===== config.mk =====
export PLATFORM = sky130hd
export DESIGN_NAME = ex_wb_stage_flat
export DESIGN_NICKNAME = d
export VERILOG_FILES = /design/src/rtl/ex_wb_pkg.sv /design/src/rtl/ex_wb_if.sv /design/src/rtl/wb_skid_fifo.sv /design/src/rtl/ex_wb_stage.sv /design/src/flat_wrapper.sv
export SDC_FILE = /design/constraint.sdc
export NUM_CORES = 1
export LEC_CHECK = 0
export CORE_UTILIZATION = 35
export CTS_CLUSTER_DIAMETER = 50
export CTS_CLUSTER_SIZE = 8
export DETAILED_ROUTE_END_ITERATION = 16
export SETUP_SLACK_MARGIN = 0.4
export SYNTH_ARGS = -nofsm -noshare
export SYNTH_HDL_FRONTEND = slang
export SYNTH_SLANG_ARGS = --single-unit

===== constraint.sdc =====
create_clock -name clock -period 3.1 [get_ports clock]
set_input_delay 0.31 -clock clock [delete_from_list [all_inputs] [get_ports clock]]
set_output_delay 0.31 -clock clock [all_outputs]
set_load 0.05 [all_outputs]

===== src/rtl/ex_wb_pkg.sv =====
// Shared types and constants for the execute-to-writeback stage:
// instruction kinds, ALU opcodes, overflow status codes and the queue entry.
package ex_wb_pkg;

    typedef enum logic [1:0] {
        KIND_R     = 2'b00,
        KIND_ADDI  = 2'b01,
        KIND_OTHER = 2'b10,
        KIND_RSVD  = 2'b11
    } instr_kind_e;

    localparam logic [4:0] ALU_ADD = 5'd0;
    localparam logic [4:0] ALU_SUB = 5'd1;

    localparam logic [1:0] RSTATUS_NONE     = 2'd0;
    localparam logic [1:0] RSTATUS_ADD_OVF  = 2'd1;
    localparam logic [1:0] RSTATUS_ADDI_OVF = 2'd2;
    localparam logic [1:0] RSTATUS_SUB_OVF  = 2'd3;

    typedef struct packed {
        logic [4:0]  rd;
        logic [31:0] data;
    } wb_entry_t;

    // RSTATUS_NONE means the overflow is not trapped for this kind/opcode.
    function automatic logic [1:0] trap_code(input instr_kind_e kind, input logic [4:0] opcode);
        trap_code = RSTATUS_NONE;
        case (kind)
            KIND_R: begin
                if (opcode == ALU_ADD)      trap_code = RSTATUS_ADD_OVF;
                else if (opcode == ALU_SUB) trap_code = RSTATUS_SUB_OVF;
            end
            KIND_ADDI: trap_code = RSTATUS_ADDI_OVF;
            default:   trap_code = RSTATUS_NONE;
        endcase
    endfunction

endpackage


===== src/rtl/ex_wb_if.sv =====
// Execute-result input and register-file writeback handshake bundle.
// The slave modport is the stage side; the master modport drives it.
interface ex_wb_if;
    logic        in_valid;
    logic        in_ready;
    logic [31:0] alu_result;
    logic        alu_overflow;
    logic [4:0]  alu_opcode;
    logic [1:0]  instr_kind;
    logic [4:0]  dest_reg;
    logic        wb_valid;
    logic        wb_ready;
    logic [4:0]  wb_reg;
    logic [31:0] wb_data;

    modport slave (
        input  in_valid, alu_result, alu_overflow, alu_opcode, instr_kind, dest_reg, wb_ready,
        output in_ready, wb_valid, wb_reg, wb_data
    );

    modport master (
        output in_valid, alu_result, alu_overflow, alu_opcode, instr_kind, dest_reg, wb_ready,
        input  in_ready, wb_valid, wb_reg, wb_data
    );
endinterface


===== src/rtl/wb_skid_fifo.sv =====
// Two-entry in-order queue of writeback entries; head is presented directly.
// Not ready while reset is asserted so nothing is accepted during reset.
module wb_skid_fifo
    import ex_wb_pkg::*;
(
    input  logic      i_clk,
    input  logic      i_rst_n,
    input  logic      i_push,
    input  wb_entry_t i_data,
    output logic      o_ready,
    output logic      o_valid,
    input  logic      i_pop,
    output wb_entry_t o_data
);

    wb_entry_t  r_mem [2];
    logic       r_wr_ptr;
    logic       r_rd_ptr;
    logic [1:0] r_count;
    logic       w_push;
    logic       w_pop;

    assign o_ready = i_rst_n && (r_count != 2'd2);
    assign o_valid = (r_count != 2'd0);
    assign w_push  = i_push && o_ready;
    assign w_pop   = o_valid && i_pop;
    assign o_data  = r_mem[r_rd_ptr];

    always_ff @(posedge i_clk or negedge i_rst_n) begin
        if (!i_rst_n) begin
            r_mem[0] <= '0;
            r_mem[1] <= '0;
            r_wr_ptr <= 1'b0;
            r_rd_ptr <= 1'b0;
            r_count  <= 2'd0;
        end else begin
            if (w_push) begin
                r_mem[r_wr_ptr] <= i_data;
                r_wr_ptr        <= ~r_wr_ptr;
            end
            if (w_pop) begin
                r_rd_ptr <= ~r_rd_ptr;
            end
            case ({w_push, w_pop})
                2'b10:   r_count <= r_count + 2'd1;
                2'b01:   r_count <= r_count - 2'd1;
                default: r_count <= r_count;
            endcase
        end
    end

endmodule


===== src/rtl/ex_wb_stage.sv =====
// Execute-to-writeback stage: maps ALU results (or overflow status codes) into
// a 2-entry writeback queue. Overflow trapping is enabled by EX_WB_OVF_TRAP_EN.
module ex_wb_stage
    import ex_wb_pkg::*;
#(
    parameter int unsigned RSTATUS_REG = 30,
    parameter int unsigned CNT_W       = 16
) (
    input  logic             clock,
    input  logic             ctrl_reset_n,
    ex_wb_if.slave           ex_wb,
    output logic [CNT_W-1:0] ovf_count
);

    logic       w_trap;
    logic [1:0] w_code;
    logic       w_fifo_ready;
    logic       w_accept;
    logic       w_enq;
    wb_entry_t  w_entry;
    wb_entry_t  w_head;

`ifdef EX_WB_OVF_TRAP_EN
    assign w_code = trap_code(instr_kind_e'(ex_wb.instr_kind), ex_wb.alu_opcode);
    assign w_trap = ex_wb.alu_overflow && (w_code != RSTATUS_NONE);
`else
    logic w_unused_trap_inputs;
    assign w_unused_trap_inputs = ^{ex_wb.alu_overflow, ex_wb.alu_opcode, ex_wb.instr_kind};
    assign w_code = RSTATUS_NONE;
    assign w_trap = 1'b0;
`endif

    always_comb begin
        w_entry.rd   = ex_wb.dest_reg;
        w_entry.data = ex_wb.alu_result;
        if (w_trap) begin
            w_entry.rd   = 5'(RSTATUS_REG);
            w_entry.data = {30'd0, w_code};
        end
    end

    // Writes to x0 complete the handshake but are dropped; traps always land.
    assign w_enq    = w_trap || (ex_wb.dest_reg != 5'd0);
    assign w_accept = ex_wb.in_valid && w_fifo_ready;

    wb_skid_fifo u_fifo (
        .i_clk   (clock),
        .i_rst_n (ctrl_reset_n),
        .i_push  (w_accept && w_enq),
        .i_data  (w_entry),
        .o_ready (w_fifo_ready),
        .o_valid (ex_wb.wb_valid),
        .i_pop   (ex_wb.wb_ready),
        .o_data  (w_head)
    );

    assign ex_wb.in_ready = w_fifo_ready;
    assign ex_wb.wb_reg   = w_head.rd;
    assign ex_wb.wb_data  = w_head.data;

`ifdef EX_WB_OVF_TRAP_EN
    logic [CNT_W-1:0] r_ovf_count;

    always_ff @(posedge clock or negedge ctrl_reset_n) begin
        if (!ctrl_reset_n) begin
            r_ovf_count <= '0;
        end else if (w_accept && w_trap && (r_ovf_count != '1)) begin
            r_ovf_count <= r_ovf_count + CNT_W'(1);
        end
    end

    assign ovf_count = r_ovf_count;
`else
    assign ovf_count = '0;
`endif

endmodule


===== src/flat_wrapper.sv =====
// flat-port wrapper written by rule: the top's interface ports become plain ports
module ex_wb_stage_flat import ex_wb_pkg::*;
#(
    parameter int unsigned RSTATUS_REG = 30,
    parameter int unsigned CNT_W       = 16
)
  (clock, ctrl_reset_n, ovf_count, ex_wb_in_valid, ex_wb_alu_result, ex_wb_alu_overflow, ex_wb_alu_opcode, ex_wb_instr_kind, ex_wb_dest_reg, ex_wb_wb_ready, ex_wb_in_ready, ex_wb_wb_valid, ex_wb_wb_reg, ex_wb_wb_data);
  ex_wb_if ex_wb_i ();
  input  logic clock;
  input  logic ctrl_reset_n;
  output logic [CNT_W-1:0] ovf_count;
  input wire logic [$bits(ex_wb_i.in_valid)-1:0] ex_wb_in_valid;
  input wire logic [$bits(ex_wb_i.alu_result)-1:0] ex_wb_alu_result;
  input wire logic [$bits(ex_wb_i.alu_overflow)-1:0] ex_wb_alu_overflow;
  input wire logic [$bits(ex_wb_i.alu_opcode)-1:0] ex_wb_alu_opcode;
  input wire logic [$bits(ex_wb_i.instr_kind)-1:0] ex_wb_instr_kind;
  input wire logic [$bits(ex_wb_i.dest_reg)-1:0] ex_wb_dest_reg;
  input wire logic [$bits(ex_wb_i.wb_ready)-1:0] ex_wb_wb_ready;
  output wire logic [$bits(ex_wb_i.in_ready)-1:0] ex_wb_in_ready;
  output wire logic [$bits(ex_wb_i.wb_valid)-1:0] ex_wb_wb_valid;
  output wire logic [$bits(ex_wb_i.wb_reg)-1:0] ex_wb_wb_reg;
  output wire logic [$bits(ex_wb_i.wb_data)-1:0] ex_wb_wb_data;
  assign ex_wb_i.in_valid = ex_wb_in_valid;
  assign ex_wb_i.alu_result = ex_wb_alu_result;
  assign ex_wb_i.alu_overflow = ex_wb_alu_overflow;
  assign ex_wb_i.alu_opcode = ex_wb_alu_opcode;
  assign ex_wb_i.instr_kind = ex_wb_instr_kind;
  assign ex_wb_i.dest_reg = ex_wb_dest_reg;
  assign ex_wb_i.wb_ready = ex_wb_wb_ready;
  assign ex_wb_in_ready = ex_wb_i.in_ready;
  assign ex_wb_wb_valid = ex_wb_i.wb_valid;
  assign ex_wb_wb_reg = ex_wb_i.wb_reg;
  assign ex_wb_wb_data = ex_wb_i.wb_data;
  ex_wb_stage #(.RSTATUS_REG(RSTATUS_REG), .CNT_W(CNT_W)) u_core (.clock(clock), .ctrl_reset_n(ctrl_reset_n), .ex_wb(ex_wb_i), .ovf_count(ovf_count));
endmodule

==> impl_metrics.toml, run 1 <==
[job]
maxCapViolations = 0

[placed_design]
place_congestion = 0.666
io_buffers = 79
dp_hpwl_um = 4470
place_ws_ns = 0.539

[routing]
drt_iter0_drc = 50
firstDrtPassIters = 4
drc = 0
drtAntennaViolNets = 0
wirelength_um = 7150
vias_per_cell = 4.49
vias = 2056
wl_per_cell_um = 15.6

[die]
io-pin-count = 104
dieArea_um2 = 11300
start_util = 0.366
rows = 37
core_um2 = 10400
fp.dieW_um = 106
die_h_um = 106

[yosys]
yosys_warnings = 0
avgSynthCellArea_um2 = 16.3
async_flop_share = 1.00
synthCells = 234
synth.area.top_cells = "dfrtp_1, mux2_4, mux2_2, buf_4, buf_12"
synth_cell_types = 20
synth_top_cell_area_share = 0.513
synth-seq-area-share = 0.513
synth-edff-count = 0
yosysMostFrequentCell = "dfrtp_1"
synthTopCellsByCount = "dfrtp_1, mux2_4, mux2_2"
synth-seq-cells = 78
synth-main-ff-cell = "dfrtp_1"
yosys.area.top_type = "dfrtp_1"
synth.cell_area_um2 = 3810

[layout]
antenna_cells = 0
drive_above_1_share = 0.422
fin_nets = 367
synthToLayoutAreaGrowth_pct = 29.0
seqCellArea_um2 = 1960
multiInputGateArea_um2 = 1660
nFillCells = 916

[clock_tree]
path_clk_slew_ns = 0.08
clk_latency_ns = 0.34
post_cts.repair.setup_buffers = 0
cts_max_level = 3
clkSinkCount = 78
cts_buffers = 9
clock-root-buffer = "clkbuf_8"
cts_max_path_buffers = 2
cts_tree = "yes"

[sta]
rsz0062_at_grt = "false"
tns_ns = 0
fin_worst_skew_ns = 0.0106
finalWorstSetupSlack_ns = 0.528
final_max_slew_viol_count = 0
hold_viol = 0
slew_headroom = 0.350
setup_viol = 0
timing.final.crit_share = 0.830
fmax_ghz = 0.389
worst_pin_slew_ns = 0.975
min_period_ns = 2.57

[global_routing]
grt.overflow.total = 0
grt_pass1_wl_um = 11600
grtUsageTotal = 0.135
antenna_found_initial = 0
grt_pass1_vias = 2231
grt_max_degree = 78

[setup_path]
crit_type = "register to output pin"
cp-end-kind = "output pin"
cp.required_ns = 2.79
cp-start-kind = "register"
crit_fanout = 21
worstPathArrival_ns = 2.26

[outcome]
status = "complete, no violations"

[hold_path]
hp-class = "input port to asynchronous set/reset pin"
per-stage QoR:
step                instances  area [µm²]   util  hold slack [ns]
global placement          441        4640  0.445            0.114
finish                    458        4910  0.471            0.292
detailed placement        441        4640  0.445            0.113
floorplan                 249        3860      -           0.0144
CTS                       458        4910  0.471            0.276
global route              458        4910  0.471            0.285
layer usage:
layer,part of all wire,global-route usage,vias to the layer above
met1,0.49,0.181,1040
met2,0.45,0.206,54
met3,0.047,0.0374,12
met5,0,0,-
met4,0.014,0.0506,0
li1,-,-,950
layout by cell type, fill, tap and decap left out, drive strengths merged, types with 2 or more instances in the layout:
cell type and n:
xor2 2, xnor2 3, clkinv 2, clkdlybuf4s50 78
nor2 2, bufinv 4, clkbuf 10, dfrtp 78
conb 16, buf 6, mux2 111
registers in the layout, indices dropped and copies added, names as in the netlist:
signal                  count
u_core.u_fifo.r_mem        74
u_core.u_fifo.r_wr_ptr      1
u_core.u_fifo.r_rd_ptr      1
u_core.u_fifo.r_count       2
worst paths after layout:
| path | to | from | depth (start not counted) | slack, ns |
|---|---|---|---|---|
| min | u_core.u_fifo.r_mem[10] | ctrl_reset_n | 2 | 0.29 |
| min in group clock | u_core.u_fifo.r_count[1] | u_core.u_fifo.r_count[1] | 1 | 0.49 |
| max reg2reg | u_core.u_fifo.r_mem[51] | u_core.u_fifo.r_count[0] | 5 | 1.07 |
| max | ex_wb_wb_data[3] | u_core.u_fifo.r_rd_ptr | 3 | 0.53 |
| min reg2reg | u_core.u_fifo.r_count[1] | u_core.u_fifo.r_count[1] | 1 | 0.49 |
| max in group asynchronous | u_core.u_fifo.r_rd_ptr | ctrl_reset_n | 3 | 1.58 |
layout make-up:
cell class / count / area share
clock inverters: 6 / 0.0273
flip-flops and latches: 78 / 0.398
clock buffers: 10 / 0.0260
well taps: 136 / 0.0347
inverters: 1 / 0.000765
multi-input cells: 142 / 0.338
repair buffers: 85 / 0.175
worst max-delay path, cell delays in order (launching register included):
cell and delay [ns]:
dfrtp_4 0.63, buf_12 0.22, mux2_2 0.35, clkdlybuf4s50_1 0.72
cells by family (layout without fill, tap and decap cells):
group,after synthesis,count (layout),share of synthesized area
simple gates,8,8,0.0151
other cells,1,16,0.000985
buf+inv,29,102,0.0670
flops,78,78,0.513
fa+ha+maj,1,1,0.00329
xor+xnor,5,5,0.0115
compound gates,1,1,0.00197
mux,111,111,0.387
timing repair:
item	CTS	global route
endpoints found under the setup margin	21	0
resized for setup	1	0
hold buffers	1	0
hold endpoints to repair	1	0
Power of run 1 is not shown: default switching activity piles up to over one toggle a cycle in this logic, so the estimate is an artifact.
==> inputs of run 2 (changes only) <==
==> constraint.sdc (replaced) <==
create_clock -name clock -period 2.2 [get_ports clock]
set_input_delay 0.22 -clock clock [delete_from_list [all_inputs] [get_ports clock]]
set_output_delay 0.22 -clock clock [all_outputs]
set_load 0.05 [all_outputs]
==> impl_metrics.toml, run 2 (synthesized netlist as in run 1, its figures left out) <==
[setup_path]
cp-end-kind = "register"
worstPathArrival_ns = 2.01
r2r_slack_ns = 0.48
crit_type = "input port to register"
cp-start-kind = "input port"
cp.required_ns = 2.44
crit_fanout = 8

[hold_path]
hp-class = "input port to register"

[clock_tree]
clk_latency_ns = 0.35
cts_buffers = 9
cts_max_path_buffers = 2
cts_tree = "yes"
path_clk_slew_ns = 0.08
cts_max_level = 3
clock-root-buffer = "clkbuf_8"
clkSinkCount = 78

[global_routing]
grt_max_degree = 45
grt.overflow.total = 0
antenna_found_initial = 0
grt_pass1_wl_um = 12600
grt_pass1_vias = 2277
grtUsageTotal = 0.149

[sta]
rsz0062_at_grt = "true"
fin_worst_skew_ns = 0.0115
fmax_ghz = 0.565
timing.final.crit_share = 0.804
worst_pin_slew_ns = 0.581
min_period_ns = 1.77
hold_viol = 0
slew_headroom = 0.613
final_max_slew_viol_count = 0
setup_viol = 0

[routing]
drtAntennaViolNets = 0
drc = 0
vias_per_cell = 4.61
drt_iter0_drc = 61
firstDrtPassIters = 4
wl_per_cell_um = 17.1
wirelength_um = 7980
vias = 2157

[layout]
synthToLayoutAreaGrowth_pct = 31.6
fin_area_um2 = 5010
multiInputGateArea_um2 = 1690
largest-register = "u_core.u_fifo.r_mem"
layout_commonest_cell = "dfrtp_1"
fin_nets = 379
largest_register_ffs = 74
largestRegisters = "u_core.u_fifo.r_mem (74), u_core.u_fifo.r_count (2)"
mostFrequentLayoutCells = "dfrtp_1, mux2_4, mux2_2, buf_4, clkdlybuf4s50_1"
drive_above_1_share = 0.575
seqCellArea_um2 = 1950
nFillCells = 915
antenna_cells = 0

[die]
io-pin-count = 104
core_um2 = 10400
start_util = 0.366
die_h_um = 106
rows = 37
dieArea_um2 = 11300
fp.dieW_um = 106

[placed_design]
dpl_cell_area_um2 = 4640
place_congestion = 0.688
dp_hpwl_um = 4860
io_buffers = 79

[outcome]
status = "complete, no violations"

[job]
maxCapViolations = 0
==> run 2: changes by cell type in the layout (fill, tap and decap cells not counted), sizes merged <==
cell,delta
buf,+48
clkdlybuf4s50,-42
clkbuf,+3
dlymetal6s2s,+3
bufinv,-2
clkinv,-1
clkinvlp,+1
==> run 2: area by class of cell <==
class                      instances  share of cell area
clock inverter                     4              0.0145
tap                              136              0.0339
timing repair buffer              97               0.197
inverter                           1            0.000749
clock buffer                      10              0.0275
multi-input combinational        142               0.336
sequential                        78               0.390
==> run 2: worst paths after layout <==
| check | depth (start not counted) | endpoint | from |
|---|---|---|---|
| hold / removal | 3 | u_core.u_fifo.r_mem[73] | ex_wb_dest_reg[4] |
| hold reg to reg | 1 | u_core.u_fifo.r_mem[53] | u_core.u_fifo.r_mem[53] |
| min in group asynchronous | 3 | u_core.u_fifo.r_mem[1] | ctrl_reset_n |
| max in group asynchronous | 4 | u_core.u_fifo.r_mem[36] | ctrl_reset_n |
| setup / recovery | 6 | u_core.u_fifo.r_mem[9] | ex_wb_dest_reg[0] |
| setup reg to reg | 5 | u_core.u_fifo.r_mem[31] | u_core.u_fifo.r_count[0] |
==> run 2: metal layers <==
| layer | vias to the layer above | track usage | wire length [µm] | part of all wire |
|---|---|---|---|---|
| met5 | - | 0 | 0 | 0 |
| met4 | 0 | 0.0446 | 95 | 0.012 |
| met3 | 11 | 0.0417 | 376 | 0.047 |
| met2 | 67 | 0.231 | 3700 | 0.46 |
| met1 | 1098 | 0.202 | 3820 | 0.48 |
| li1 | 981 | - | - | - |
==> run 2: repair_timing <==
item / 4_1_cts / 5_1_grt
setup buffers: 0 / 1
gates cloned: 2 / 2
resized for setup: 10 / 8
setup endpoints to repair: 97 / 96
pin swaps: 1 / 4
hold endpoints to repair: 34 / 0
hold buffers: 1 / 0
==> run 2: critical path, stage by stage <==
cell and delay, ns:
clkdlybuf4s50_1 0.45, or4_4 0.44, nor2_4 0.13, and4b_4 0.28, clkbuf_16 0.19, mux2_4 0.29
==> run 2: per-stage QoR <==
| step | setup slack [ns] | setup TNS [ns] | hold WS (ns) | utilization | std cells |
|---|---|---|---|---|---|
| after floorplan | 0.402 | 0 | -0.0756 | - | 249 |
| after global placement | -0.102 | -4.92 | 0.335 | 0.446 | 448 |
| after detailed placement | -0.0968 | -4.10 | 0.334 | 0.446 | 448 |
| after CTS | 0.386 | 0 | 0.407 | 0.474 | 465 |
| after global routing | 0.381 | 0 | 0.257 | 0.481 | 468 |
| final | 0.432 | 0 | 0.269 | 0.481 | 468 |
Power of run 2 is left out for the same reason.
==> inputs of run 3 (changes only) <==
==> constraint.sdc (replaced) <==
create_clock -name clock -period 1.7 [get_ports clock]
set_input_delay 0.17 -clock clock [delete_from_list [all_inputs] [get_ports clock]]
set_output_delay 0.17 -clock clock [all_outputs]
set_load 0.05 [all_outputs]
==> impl_metrics.toml, run 3 (synthesized netlist as in run 1, its figures left out) <==
[clock_tree]
clkSinkCount = 78
cts_max_path_buffers = 2
cts_tree = "yes"
cts_buffers = 9
cts_max_level = 3
holdBufCountCts = 0
path_clk_slew_ns = 0.08
clk_latency_ns = 0.34
clock-root-buffer = "clkbuf_8"

[outcome]
violations = "negative setup slack"
status = "finished with violations"

[layout]
drive_above_1_share = 0.634
largestRegisters = "u_core.u_fifo.r_mem (74), u_core.u_fifo.r_count (2)"
fin_area_um2 = 5890
largest_register_ffs = 74
layout_commonest_cell = "mux2_4"
mostFrequentLayoutCells = "mux2_4, dfrtp_1, buf_6, clkdlybuf4s50_1"
fin_nets = 409
post-route-util = 0.565
largest-register = "u_core.u_fifo.r_mem"
synthToLayoutAreaGrowth_pct = 54.7

[placed_design]
dp_hpwl_um = 4760
place_ws_ns = -0.497
place_congestion = 0.727
dpl_cell_area_um2 = 4870
io_buffers = 79

[setup_path]
cp.required_ns = 1.53
ff2ff_path_depth = 6
r2r_slack_ns = -0.01
r2r-end = "u_core.u_fifo.r_mem[44]"
cp-start-kind = "register"
cp-end-kind = "output pin"
crit_type = "register to output pin"
crit_fanout = 14
worstPathArrival_ns = 1.56
reg2reg_from = "u_core.u_fifo.r_count[1]"
worstPathCellList = "buf_12, buf_12, mux2_4, buf_6"
critPathMaxStageDelay_ns = 0.46
crit_top_cell = "buf_12"
slowest_stage = "dfrtp_2"

[global_routing]
grt_max_degree = 79
grtUsageTotal = 0.156
grt_pass1_wl_um = 13100
grt.overflow.total = 0
grt_pass1_vias = 2411
antenna_found_initial = 1

[routing]
dr_wl_met3_um = 394
wirelength_um = 8300
drtAntennaViolNets = 0
drc = 0
firstDrtPassIters = 3
vias_per_cell = 4.48
drt_iter0_drc = 62
routedLengthMet1_um = 3890
top_layer = "met4"
wl_met2_um = 3960
wl_per_cell_um = 16.6
vias = 2239

[die]
core_um2 = 10400
fp.dieW_um = 106
start_util = 0.366
die_h_um = 106
rows = 37
dieArea_um2 = 11300
io-pin-count = 104

[power_and_ir_drop]
p_clk_frac = 0.126
power.density_nw_per_um2 = 2420
p_int_w = 0.00872
vdd_drop_max_mv = 1.30
swShare = 0.387
total_power_w = 0.0142
comb_power_share = 0.636
leakagePower_nw = 2.72
p_switching_w = 0.00550
seqPwrFrac = 0.238

[sta]
tns_ns = -0.383
rsz0062_at_grt = "true"
setup_viol = 25
slew_headroom = 0.335
worst_pin_slew_ns = 0.997
fin_worst_skew_ns = 0.00740
final_max_slew_viol_count = 0
min_period_ns = 1.73
finalWorstSetupSlack_ns = -0.0335
hold_viol = 0
fmax_ghz = 0.577
timing.final.crit_share = 1.02

[hold_path]
hp-class = "input port to asynchronous set/reset pin"

[job]
maxCapViolations = 0
## run 3: cell count changes in the layout (fill, tap and decap cells not counted), moves of 3 or more
cell            change
buf_2               +3
dlymetal6s2s_1      -3
xnor2_2             +3
buf_8               +5
buf_12             +12
mux2_4             +36
buf_4              -27
xnor2_1             -3
buf_16              +8
buf_6              +36
mux2_2             -36
## run 3: worst max-delay path by stage
| stage | slack, ns | endpoint | from |
|---|---|---|---|
| 2_1_floorplan | -0.1 | u_core.u_fifo.r_mem[10] | u_core.u_fifo.r_count[0] |
| 3_3_place_gp | -0.46 | u_core.u_fifo.r_mem[43] | ex_wb_dest_reg[0] |
| 3_5_place_dp | -0.50 | u_core.u_fifo.r_mem[58] | ex_wb_dest_reg[0] |
| 4_1_cts | -0.06 | ex_wb_wb_data[15] | u_core.u_fifo.r_rd_ptr |
| 5_1_grt | -0.09 | ex_wb_wb_data[15] | u_core.u_fifo.r_rd_ptr |
| 6_report | -0.03 | ex_wb_wb_data[15] | u_core.u_fifo.r_rd_ptr |
## run 3: routing by layer
layer | up-vias | track usage
li1 | 1044 | -
met1 | 1131 | 0.212
met2 | 59 | 0.242
met3 | 5 | 0.0399
met4 | 0 | 0.0506
met5 | - | 0
## run 3: critical path: cells and delay by family (launching register included)
family	cells	cell delay (ns)
muxes	1	0.32
buffers and inverters	3	0.45
DFF	1	0.46
## run 3: layout make-up
class	instances	area, µm²
antenna	1	2.50
clock buffer	9	124
clock inverter	6	135
fill	847	4530
inverter	1	3.75
multi-input combinational	142	1860
sequential	78	1950
tap	136	170
timing repair buffer	127	1640
## run 3: power by group through the flow
stage | clock, W | combinational, W | sequential [W]
finish | 0.00180 | 0.00905 | 0.00338
global route | 0.00192 | 0.00943 | 0.00348
CTS | 0.00185 | 0.00907 | 0.00337
detailed placement | 0 | 0.00759 | 0.00340
global placement | 0 | 0.00752 | 0.00339
floorplan | 0 | 0.00572 | 0.00320
## run 3: timing repair
item | in CTS | in global routing
setup endpoints to repair | 116 | 117
pin swaps | 11 | 6
resized for setup | 97 | 1
setup buffers | 18 | 3
gates cloned | 9 | 0
## run 3: per-stage QoR
stage,std cells,hold slack [ns]
3_5_place_dp,454,0.477
3_3_place_gp,454,0.481
4_1_cts,496,0.128
2_1_floorplan,249,-0.126
5_1_grt,499,0.171
6_report,500,0.0835
No activity file was read; power rests on OpenSTA's default activity.
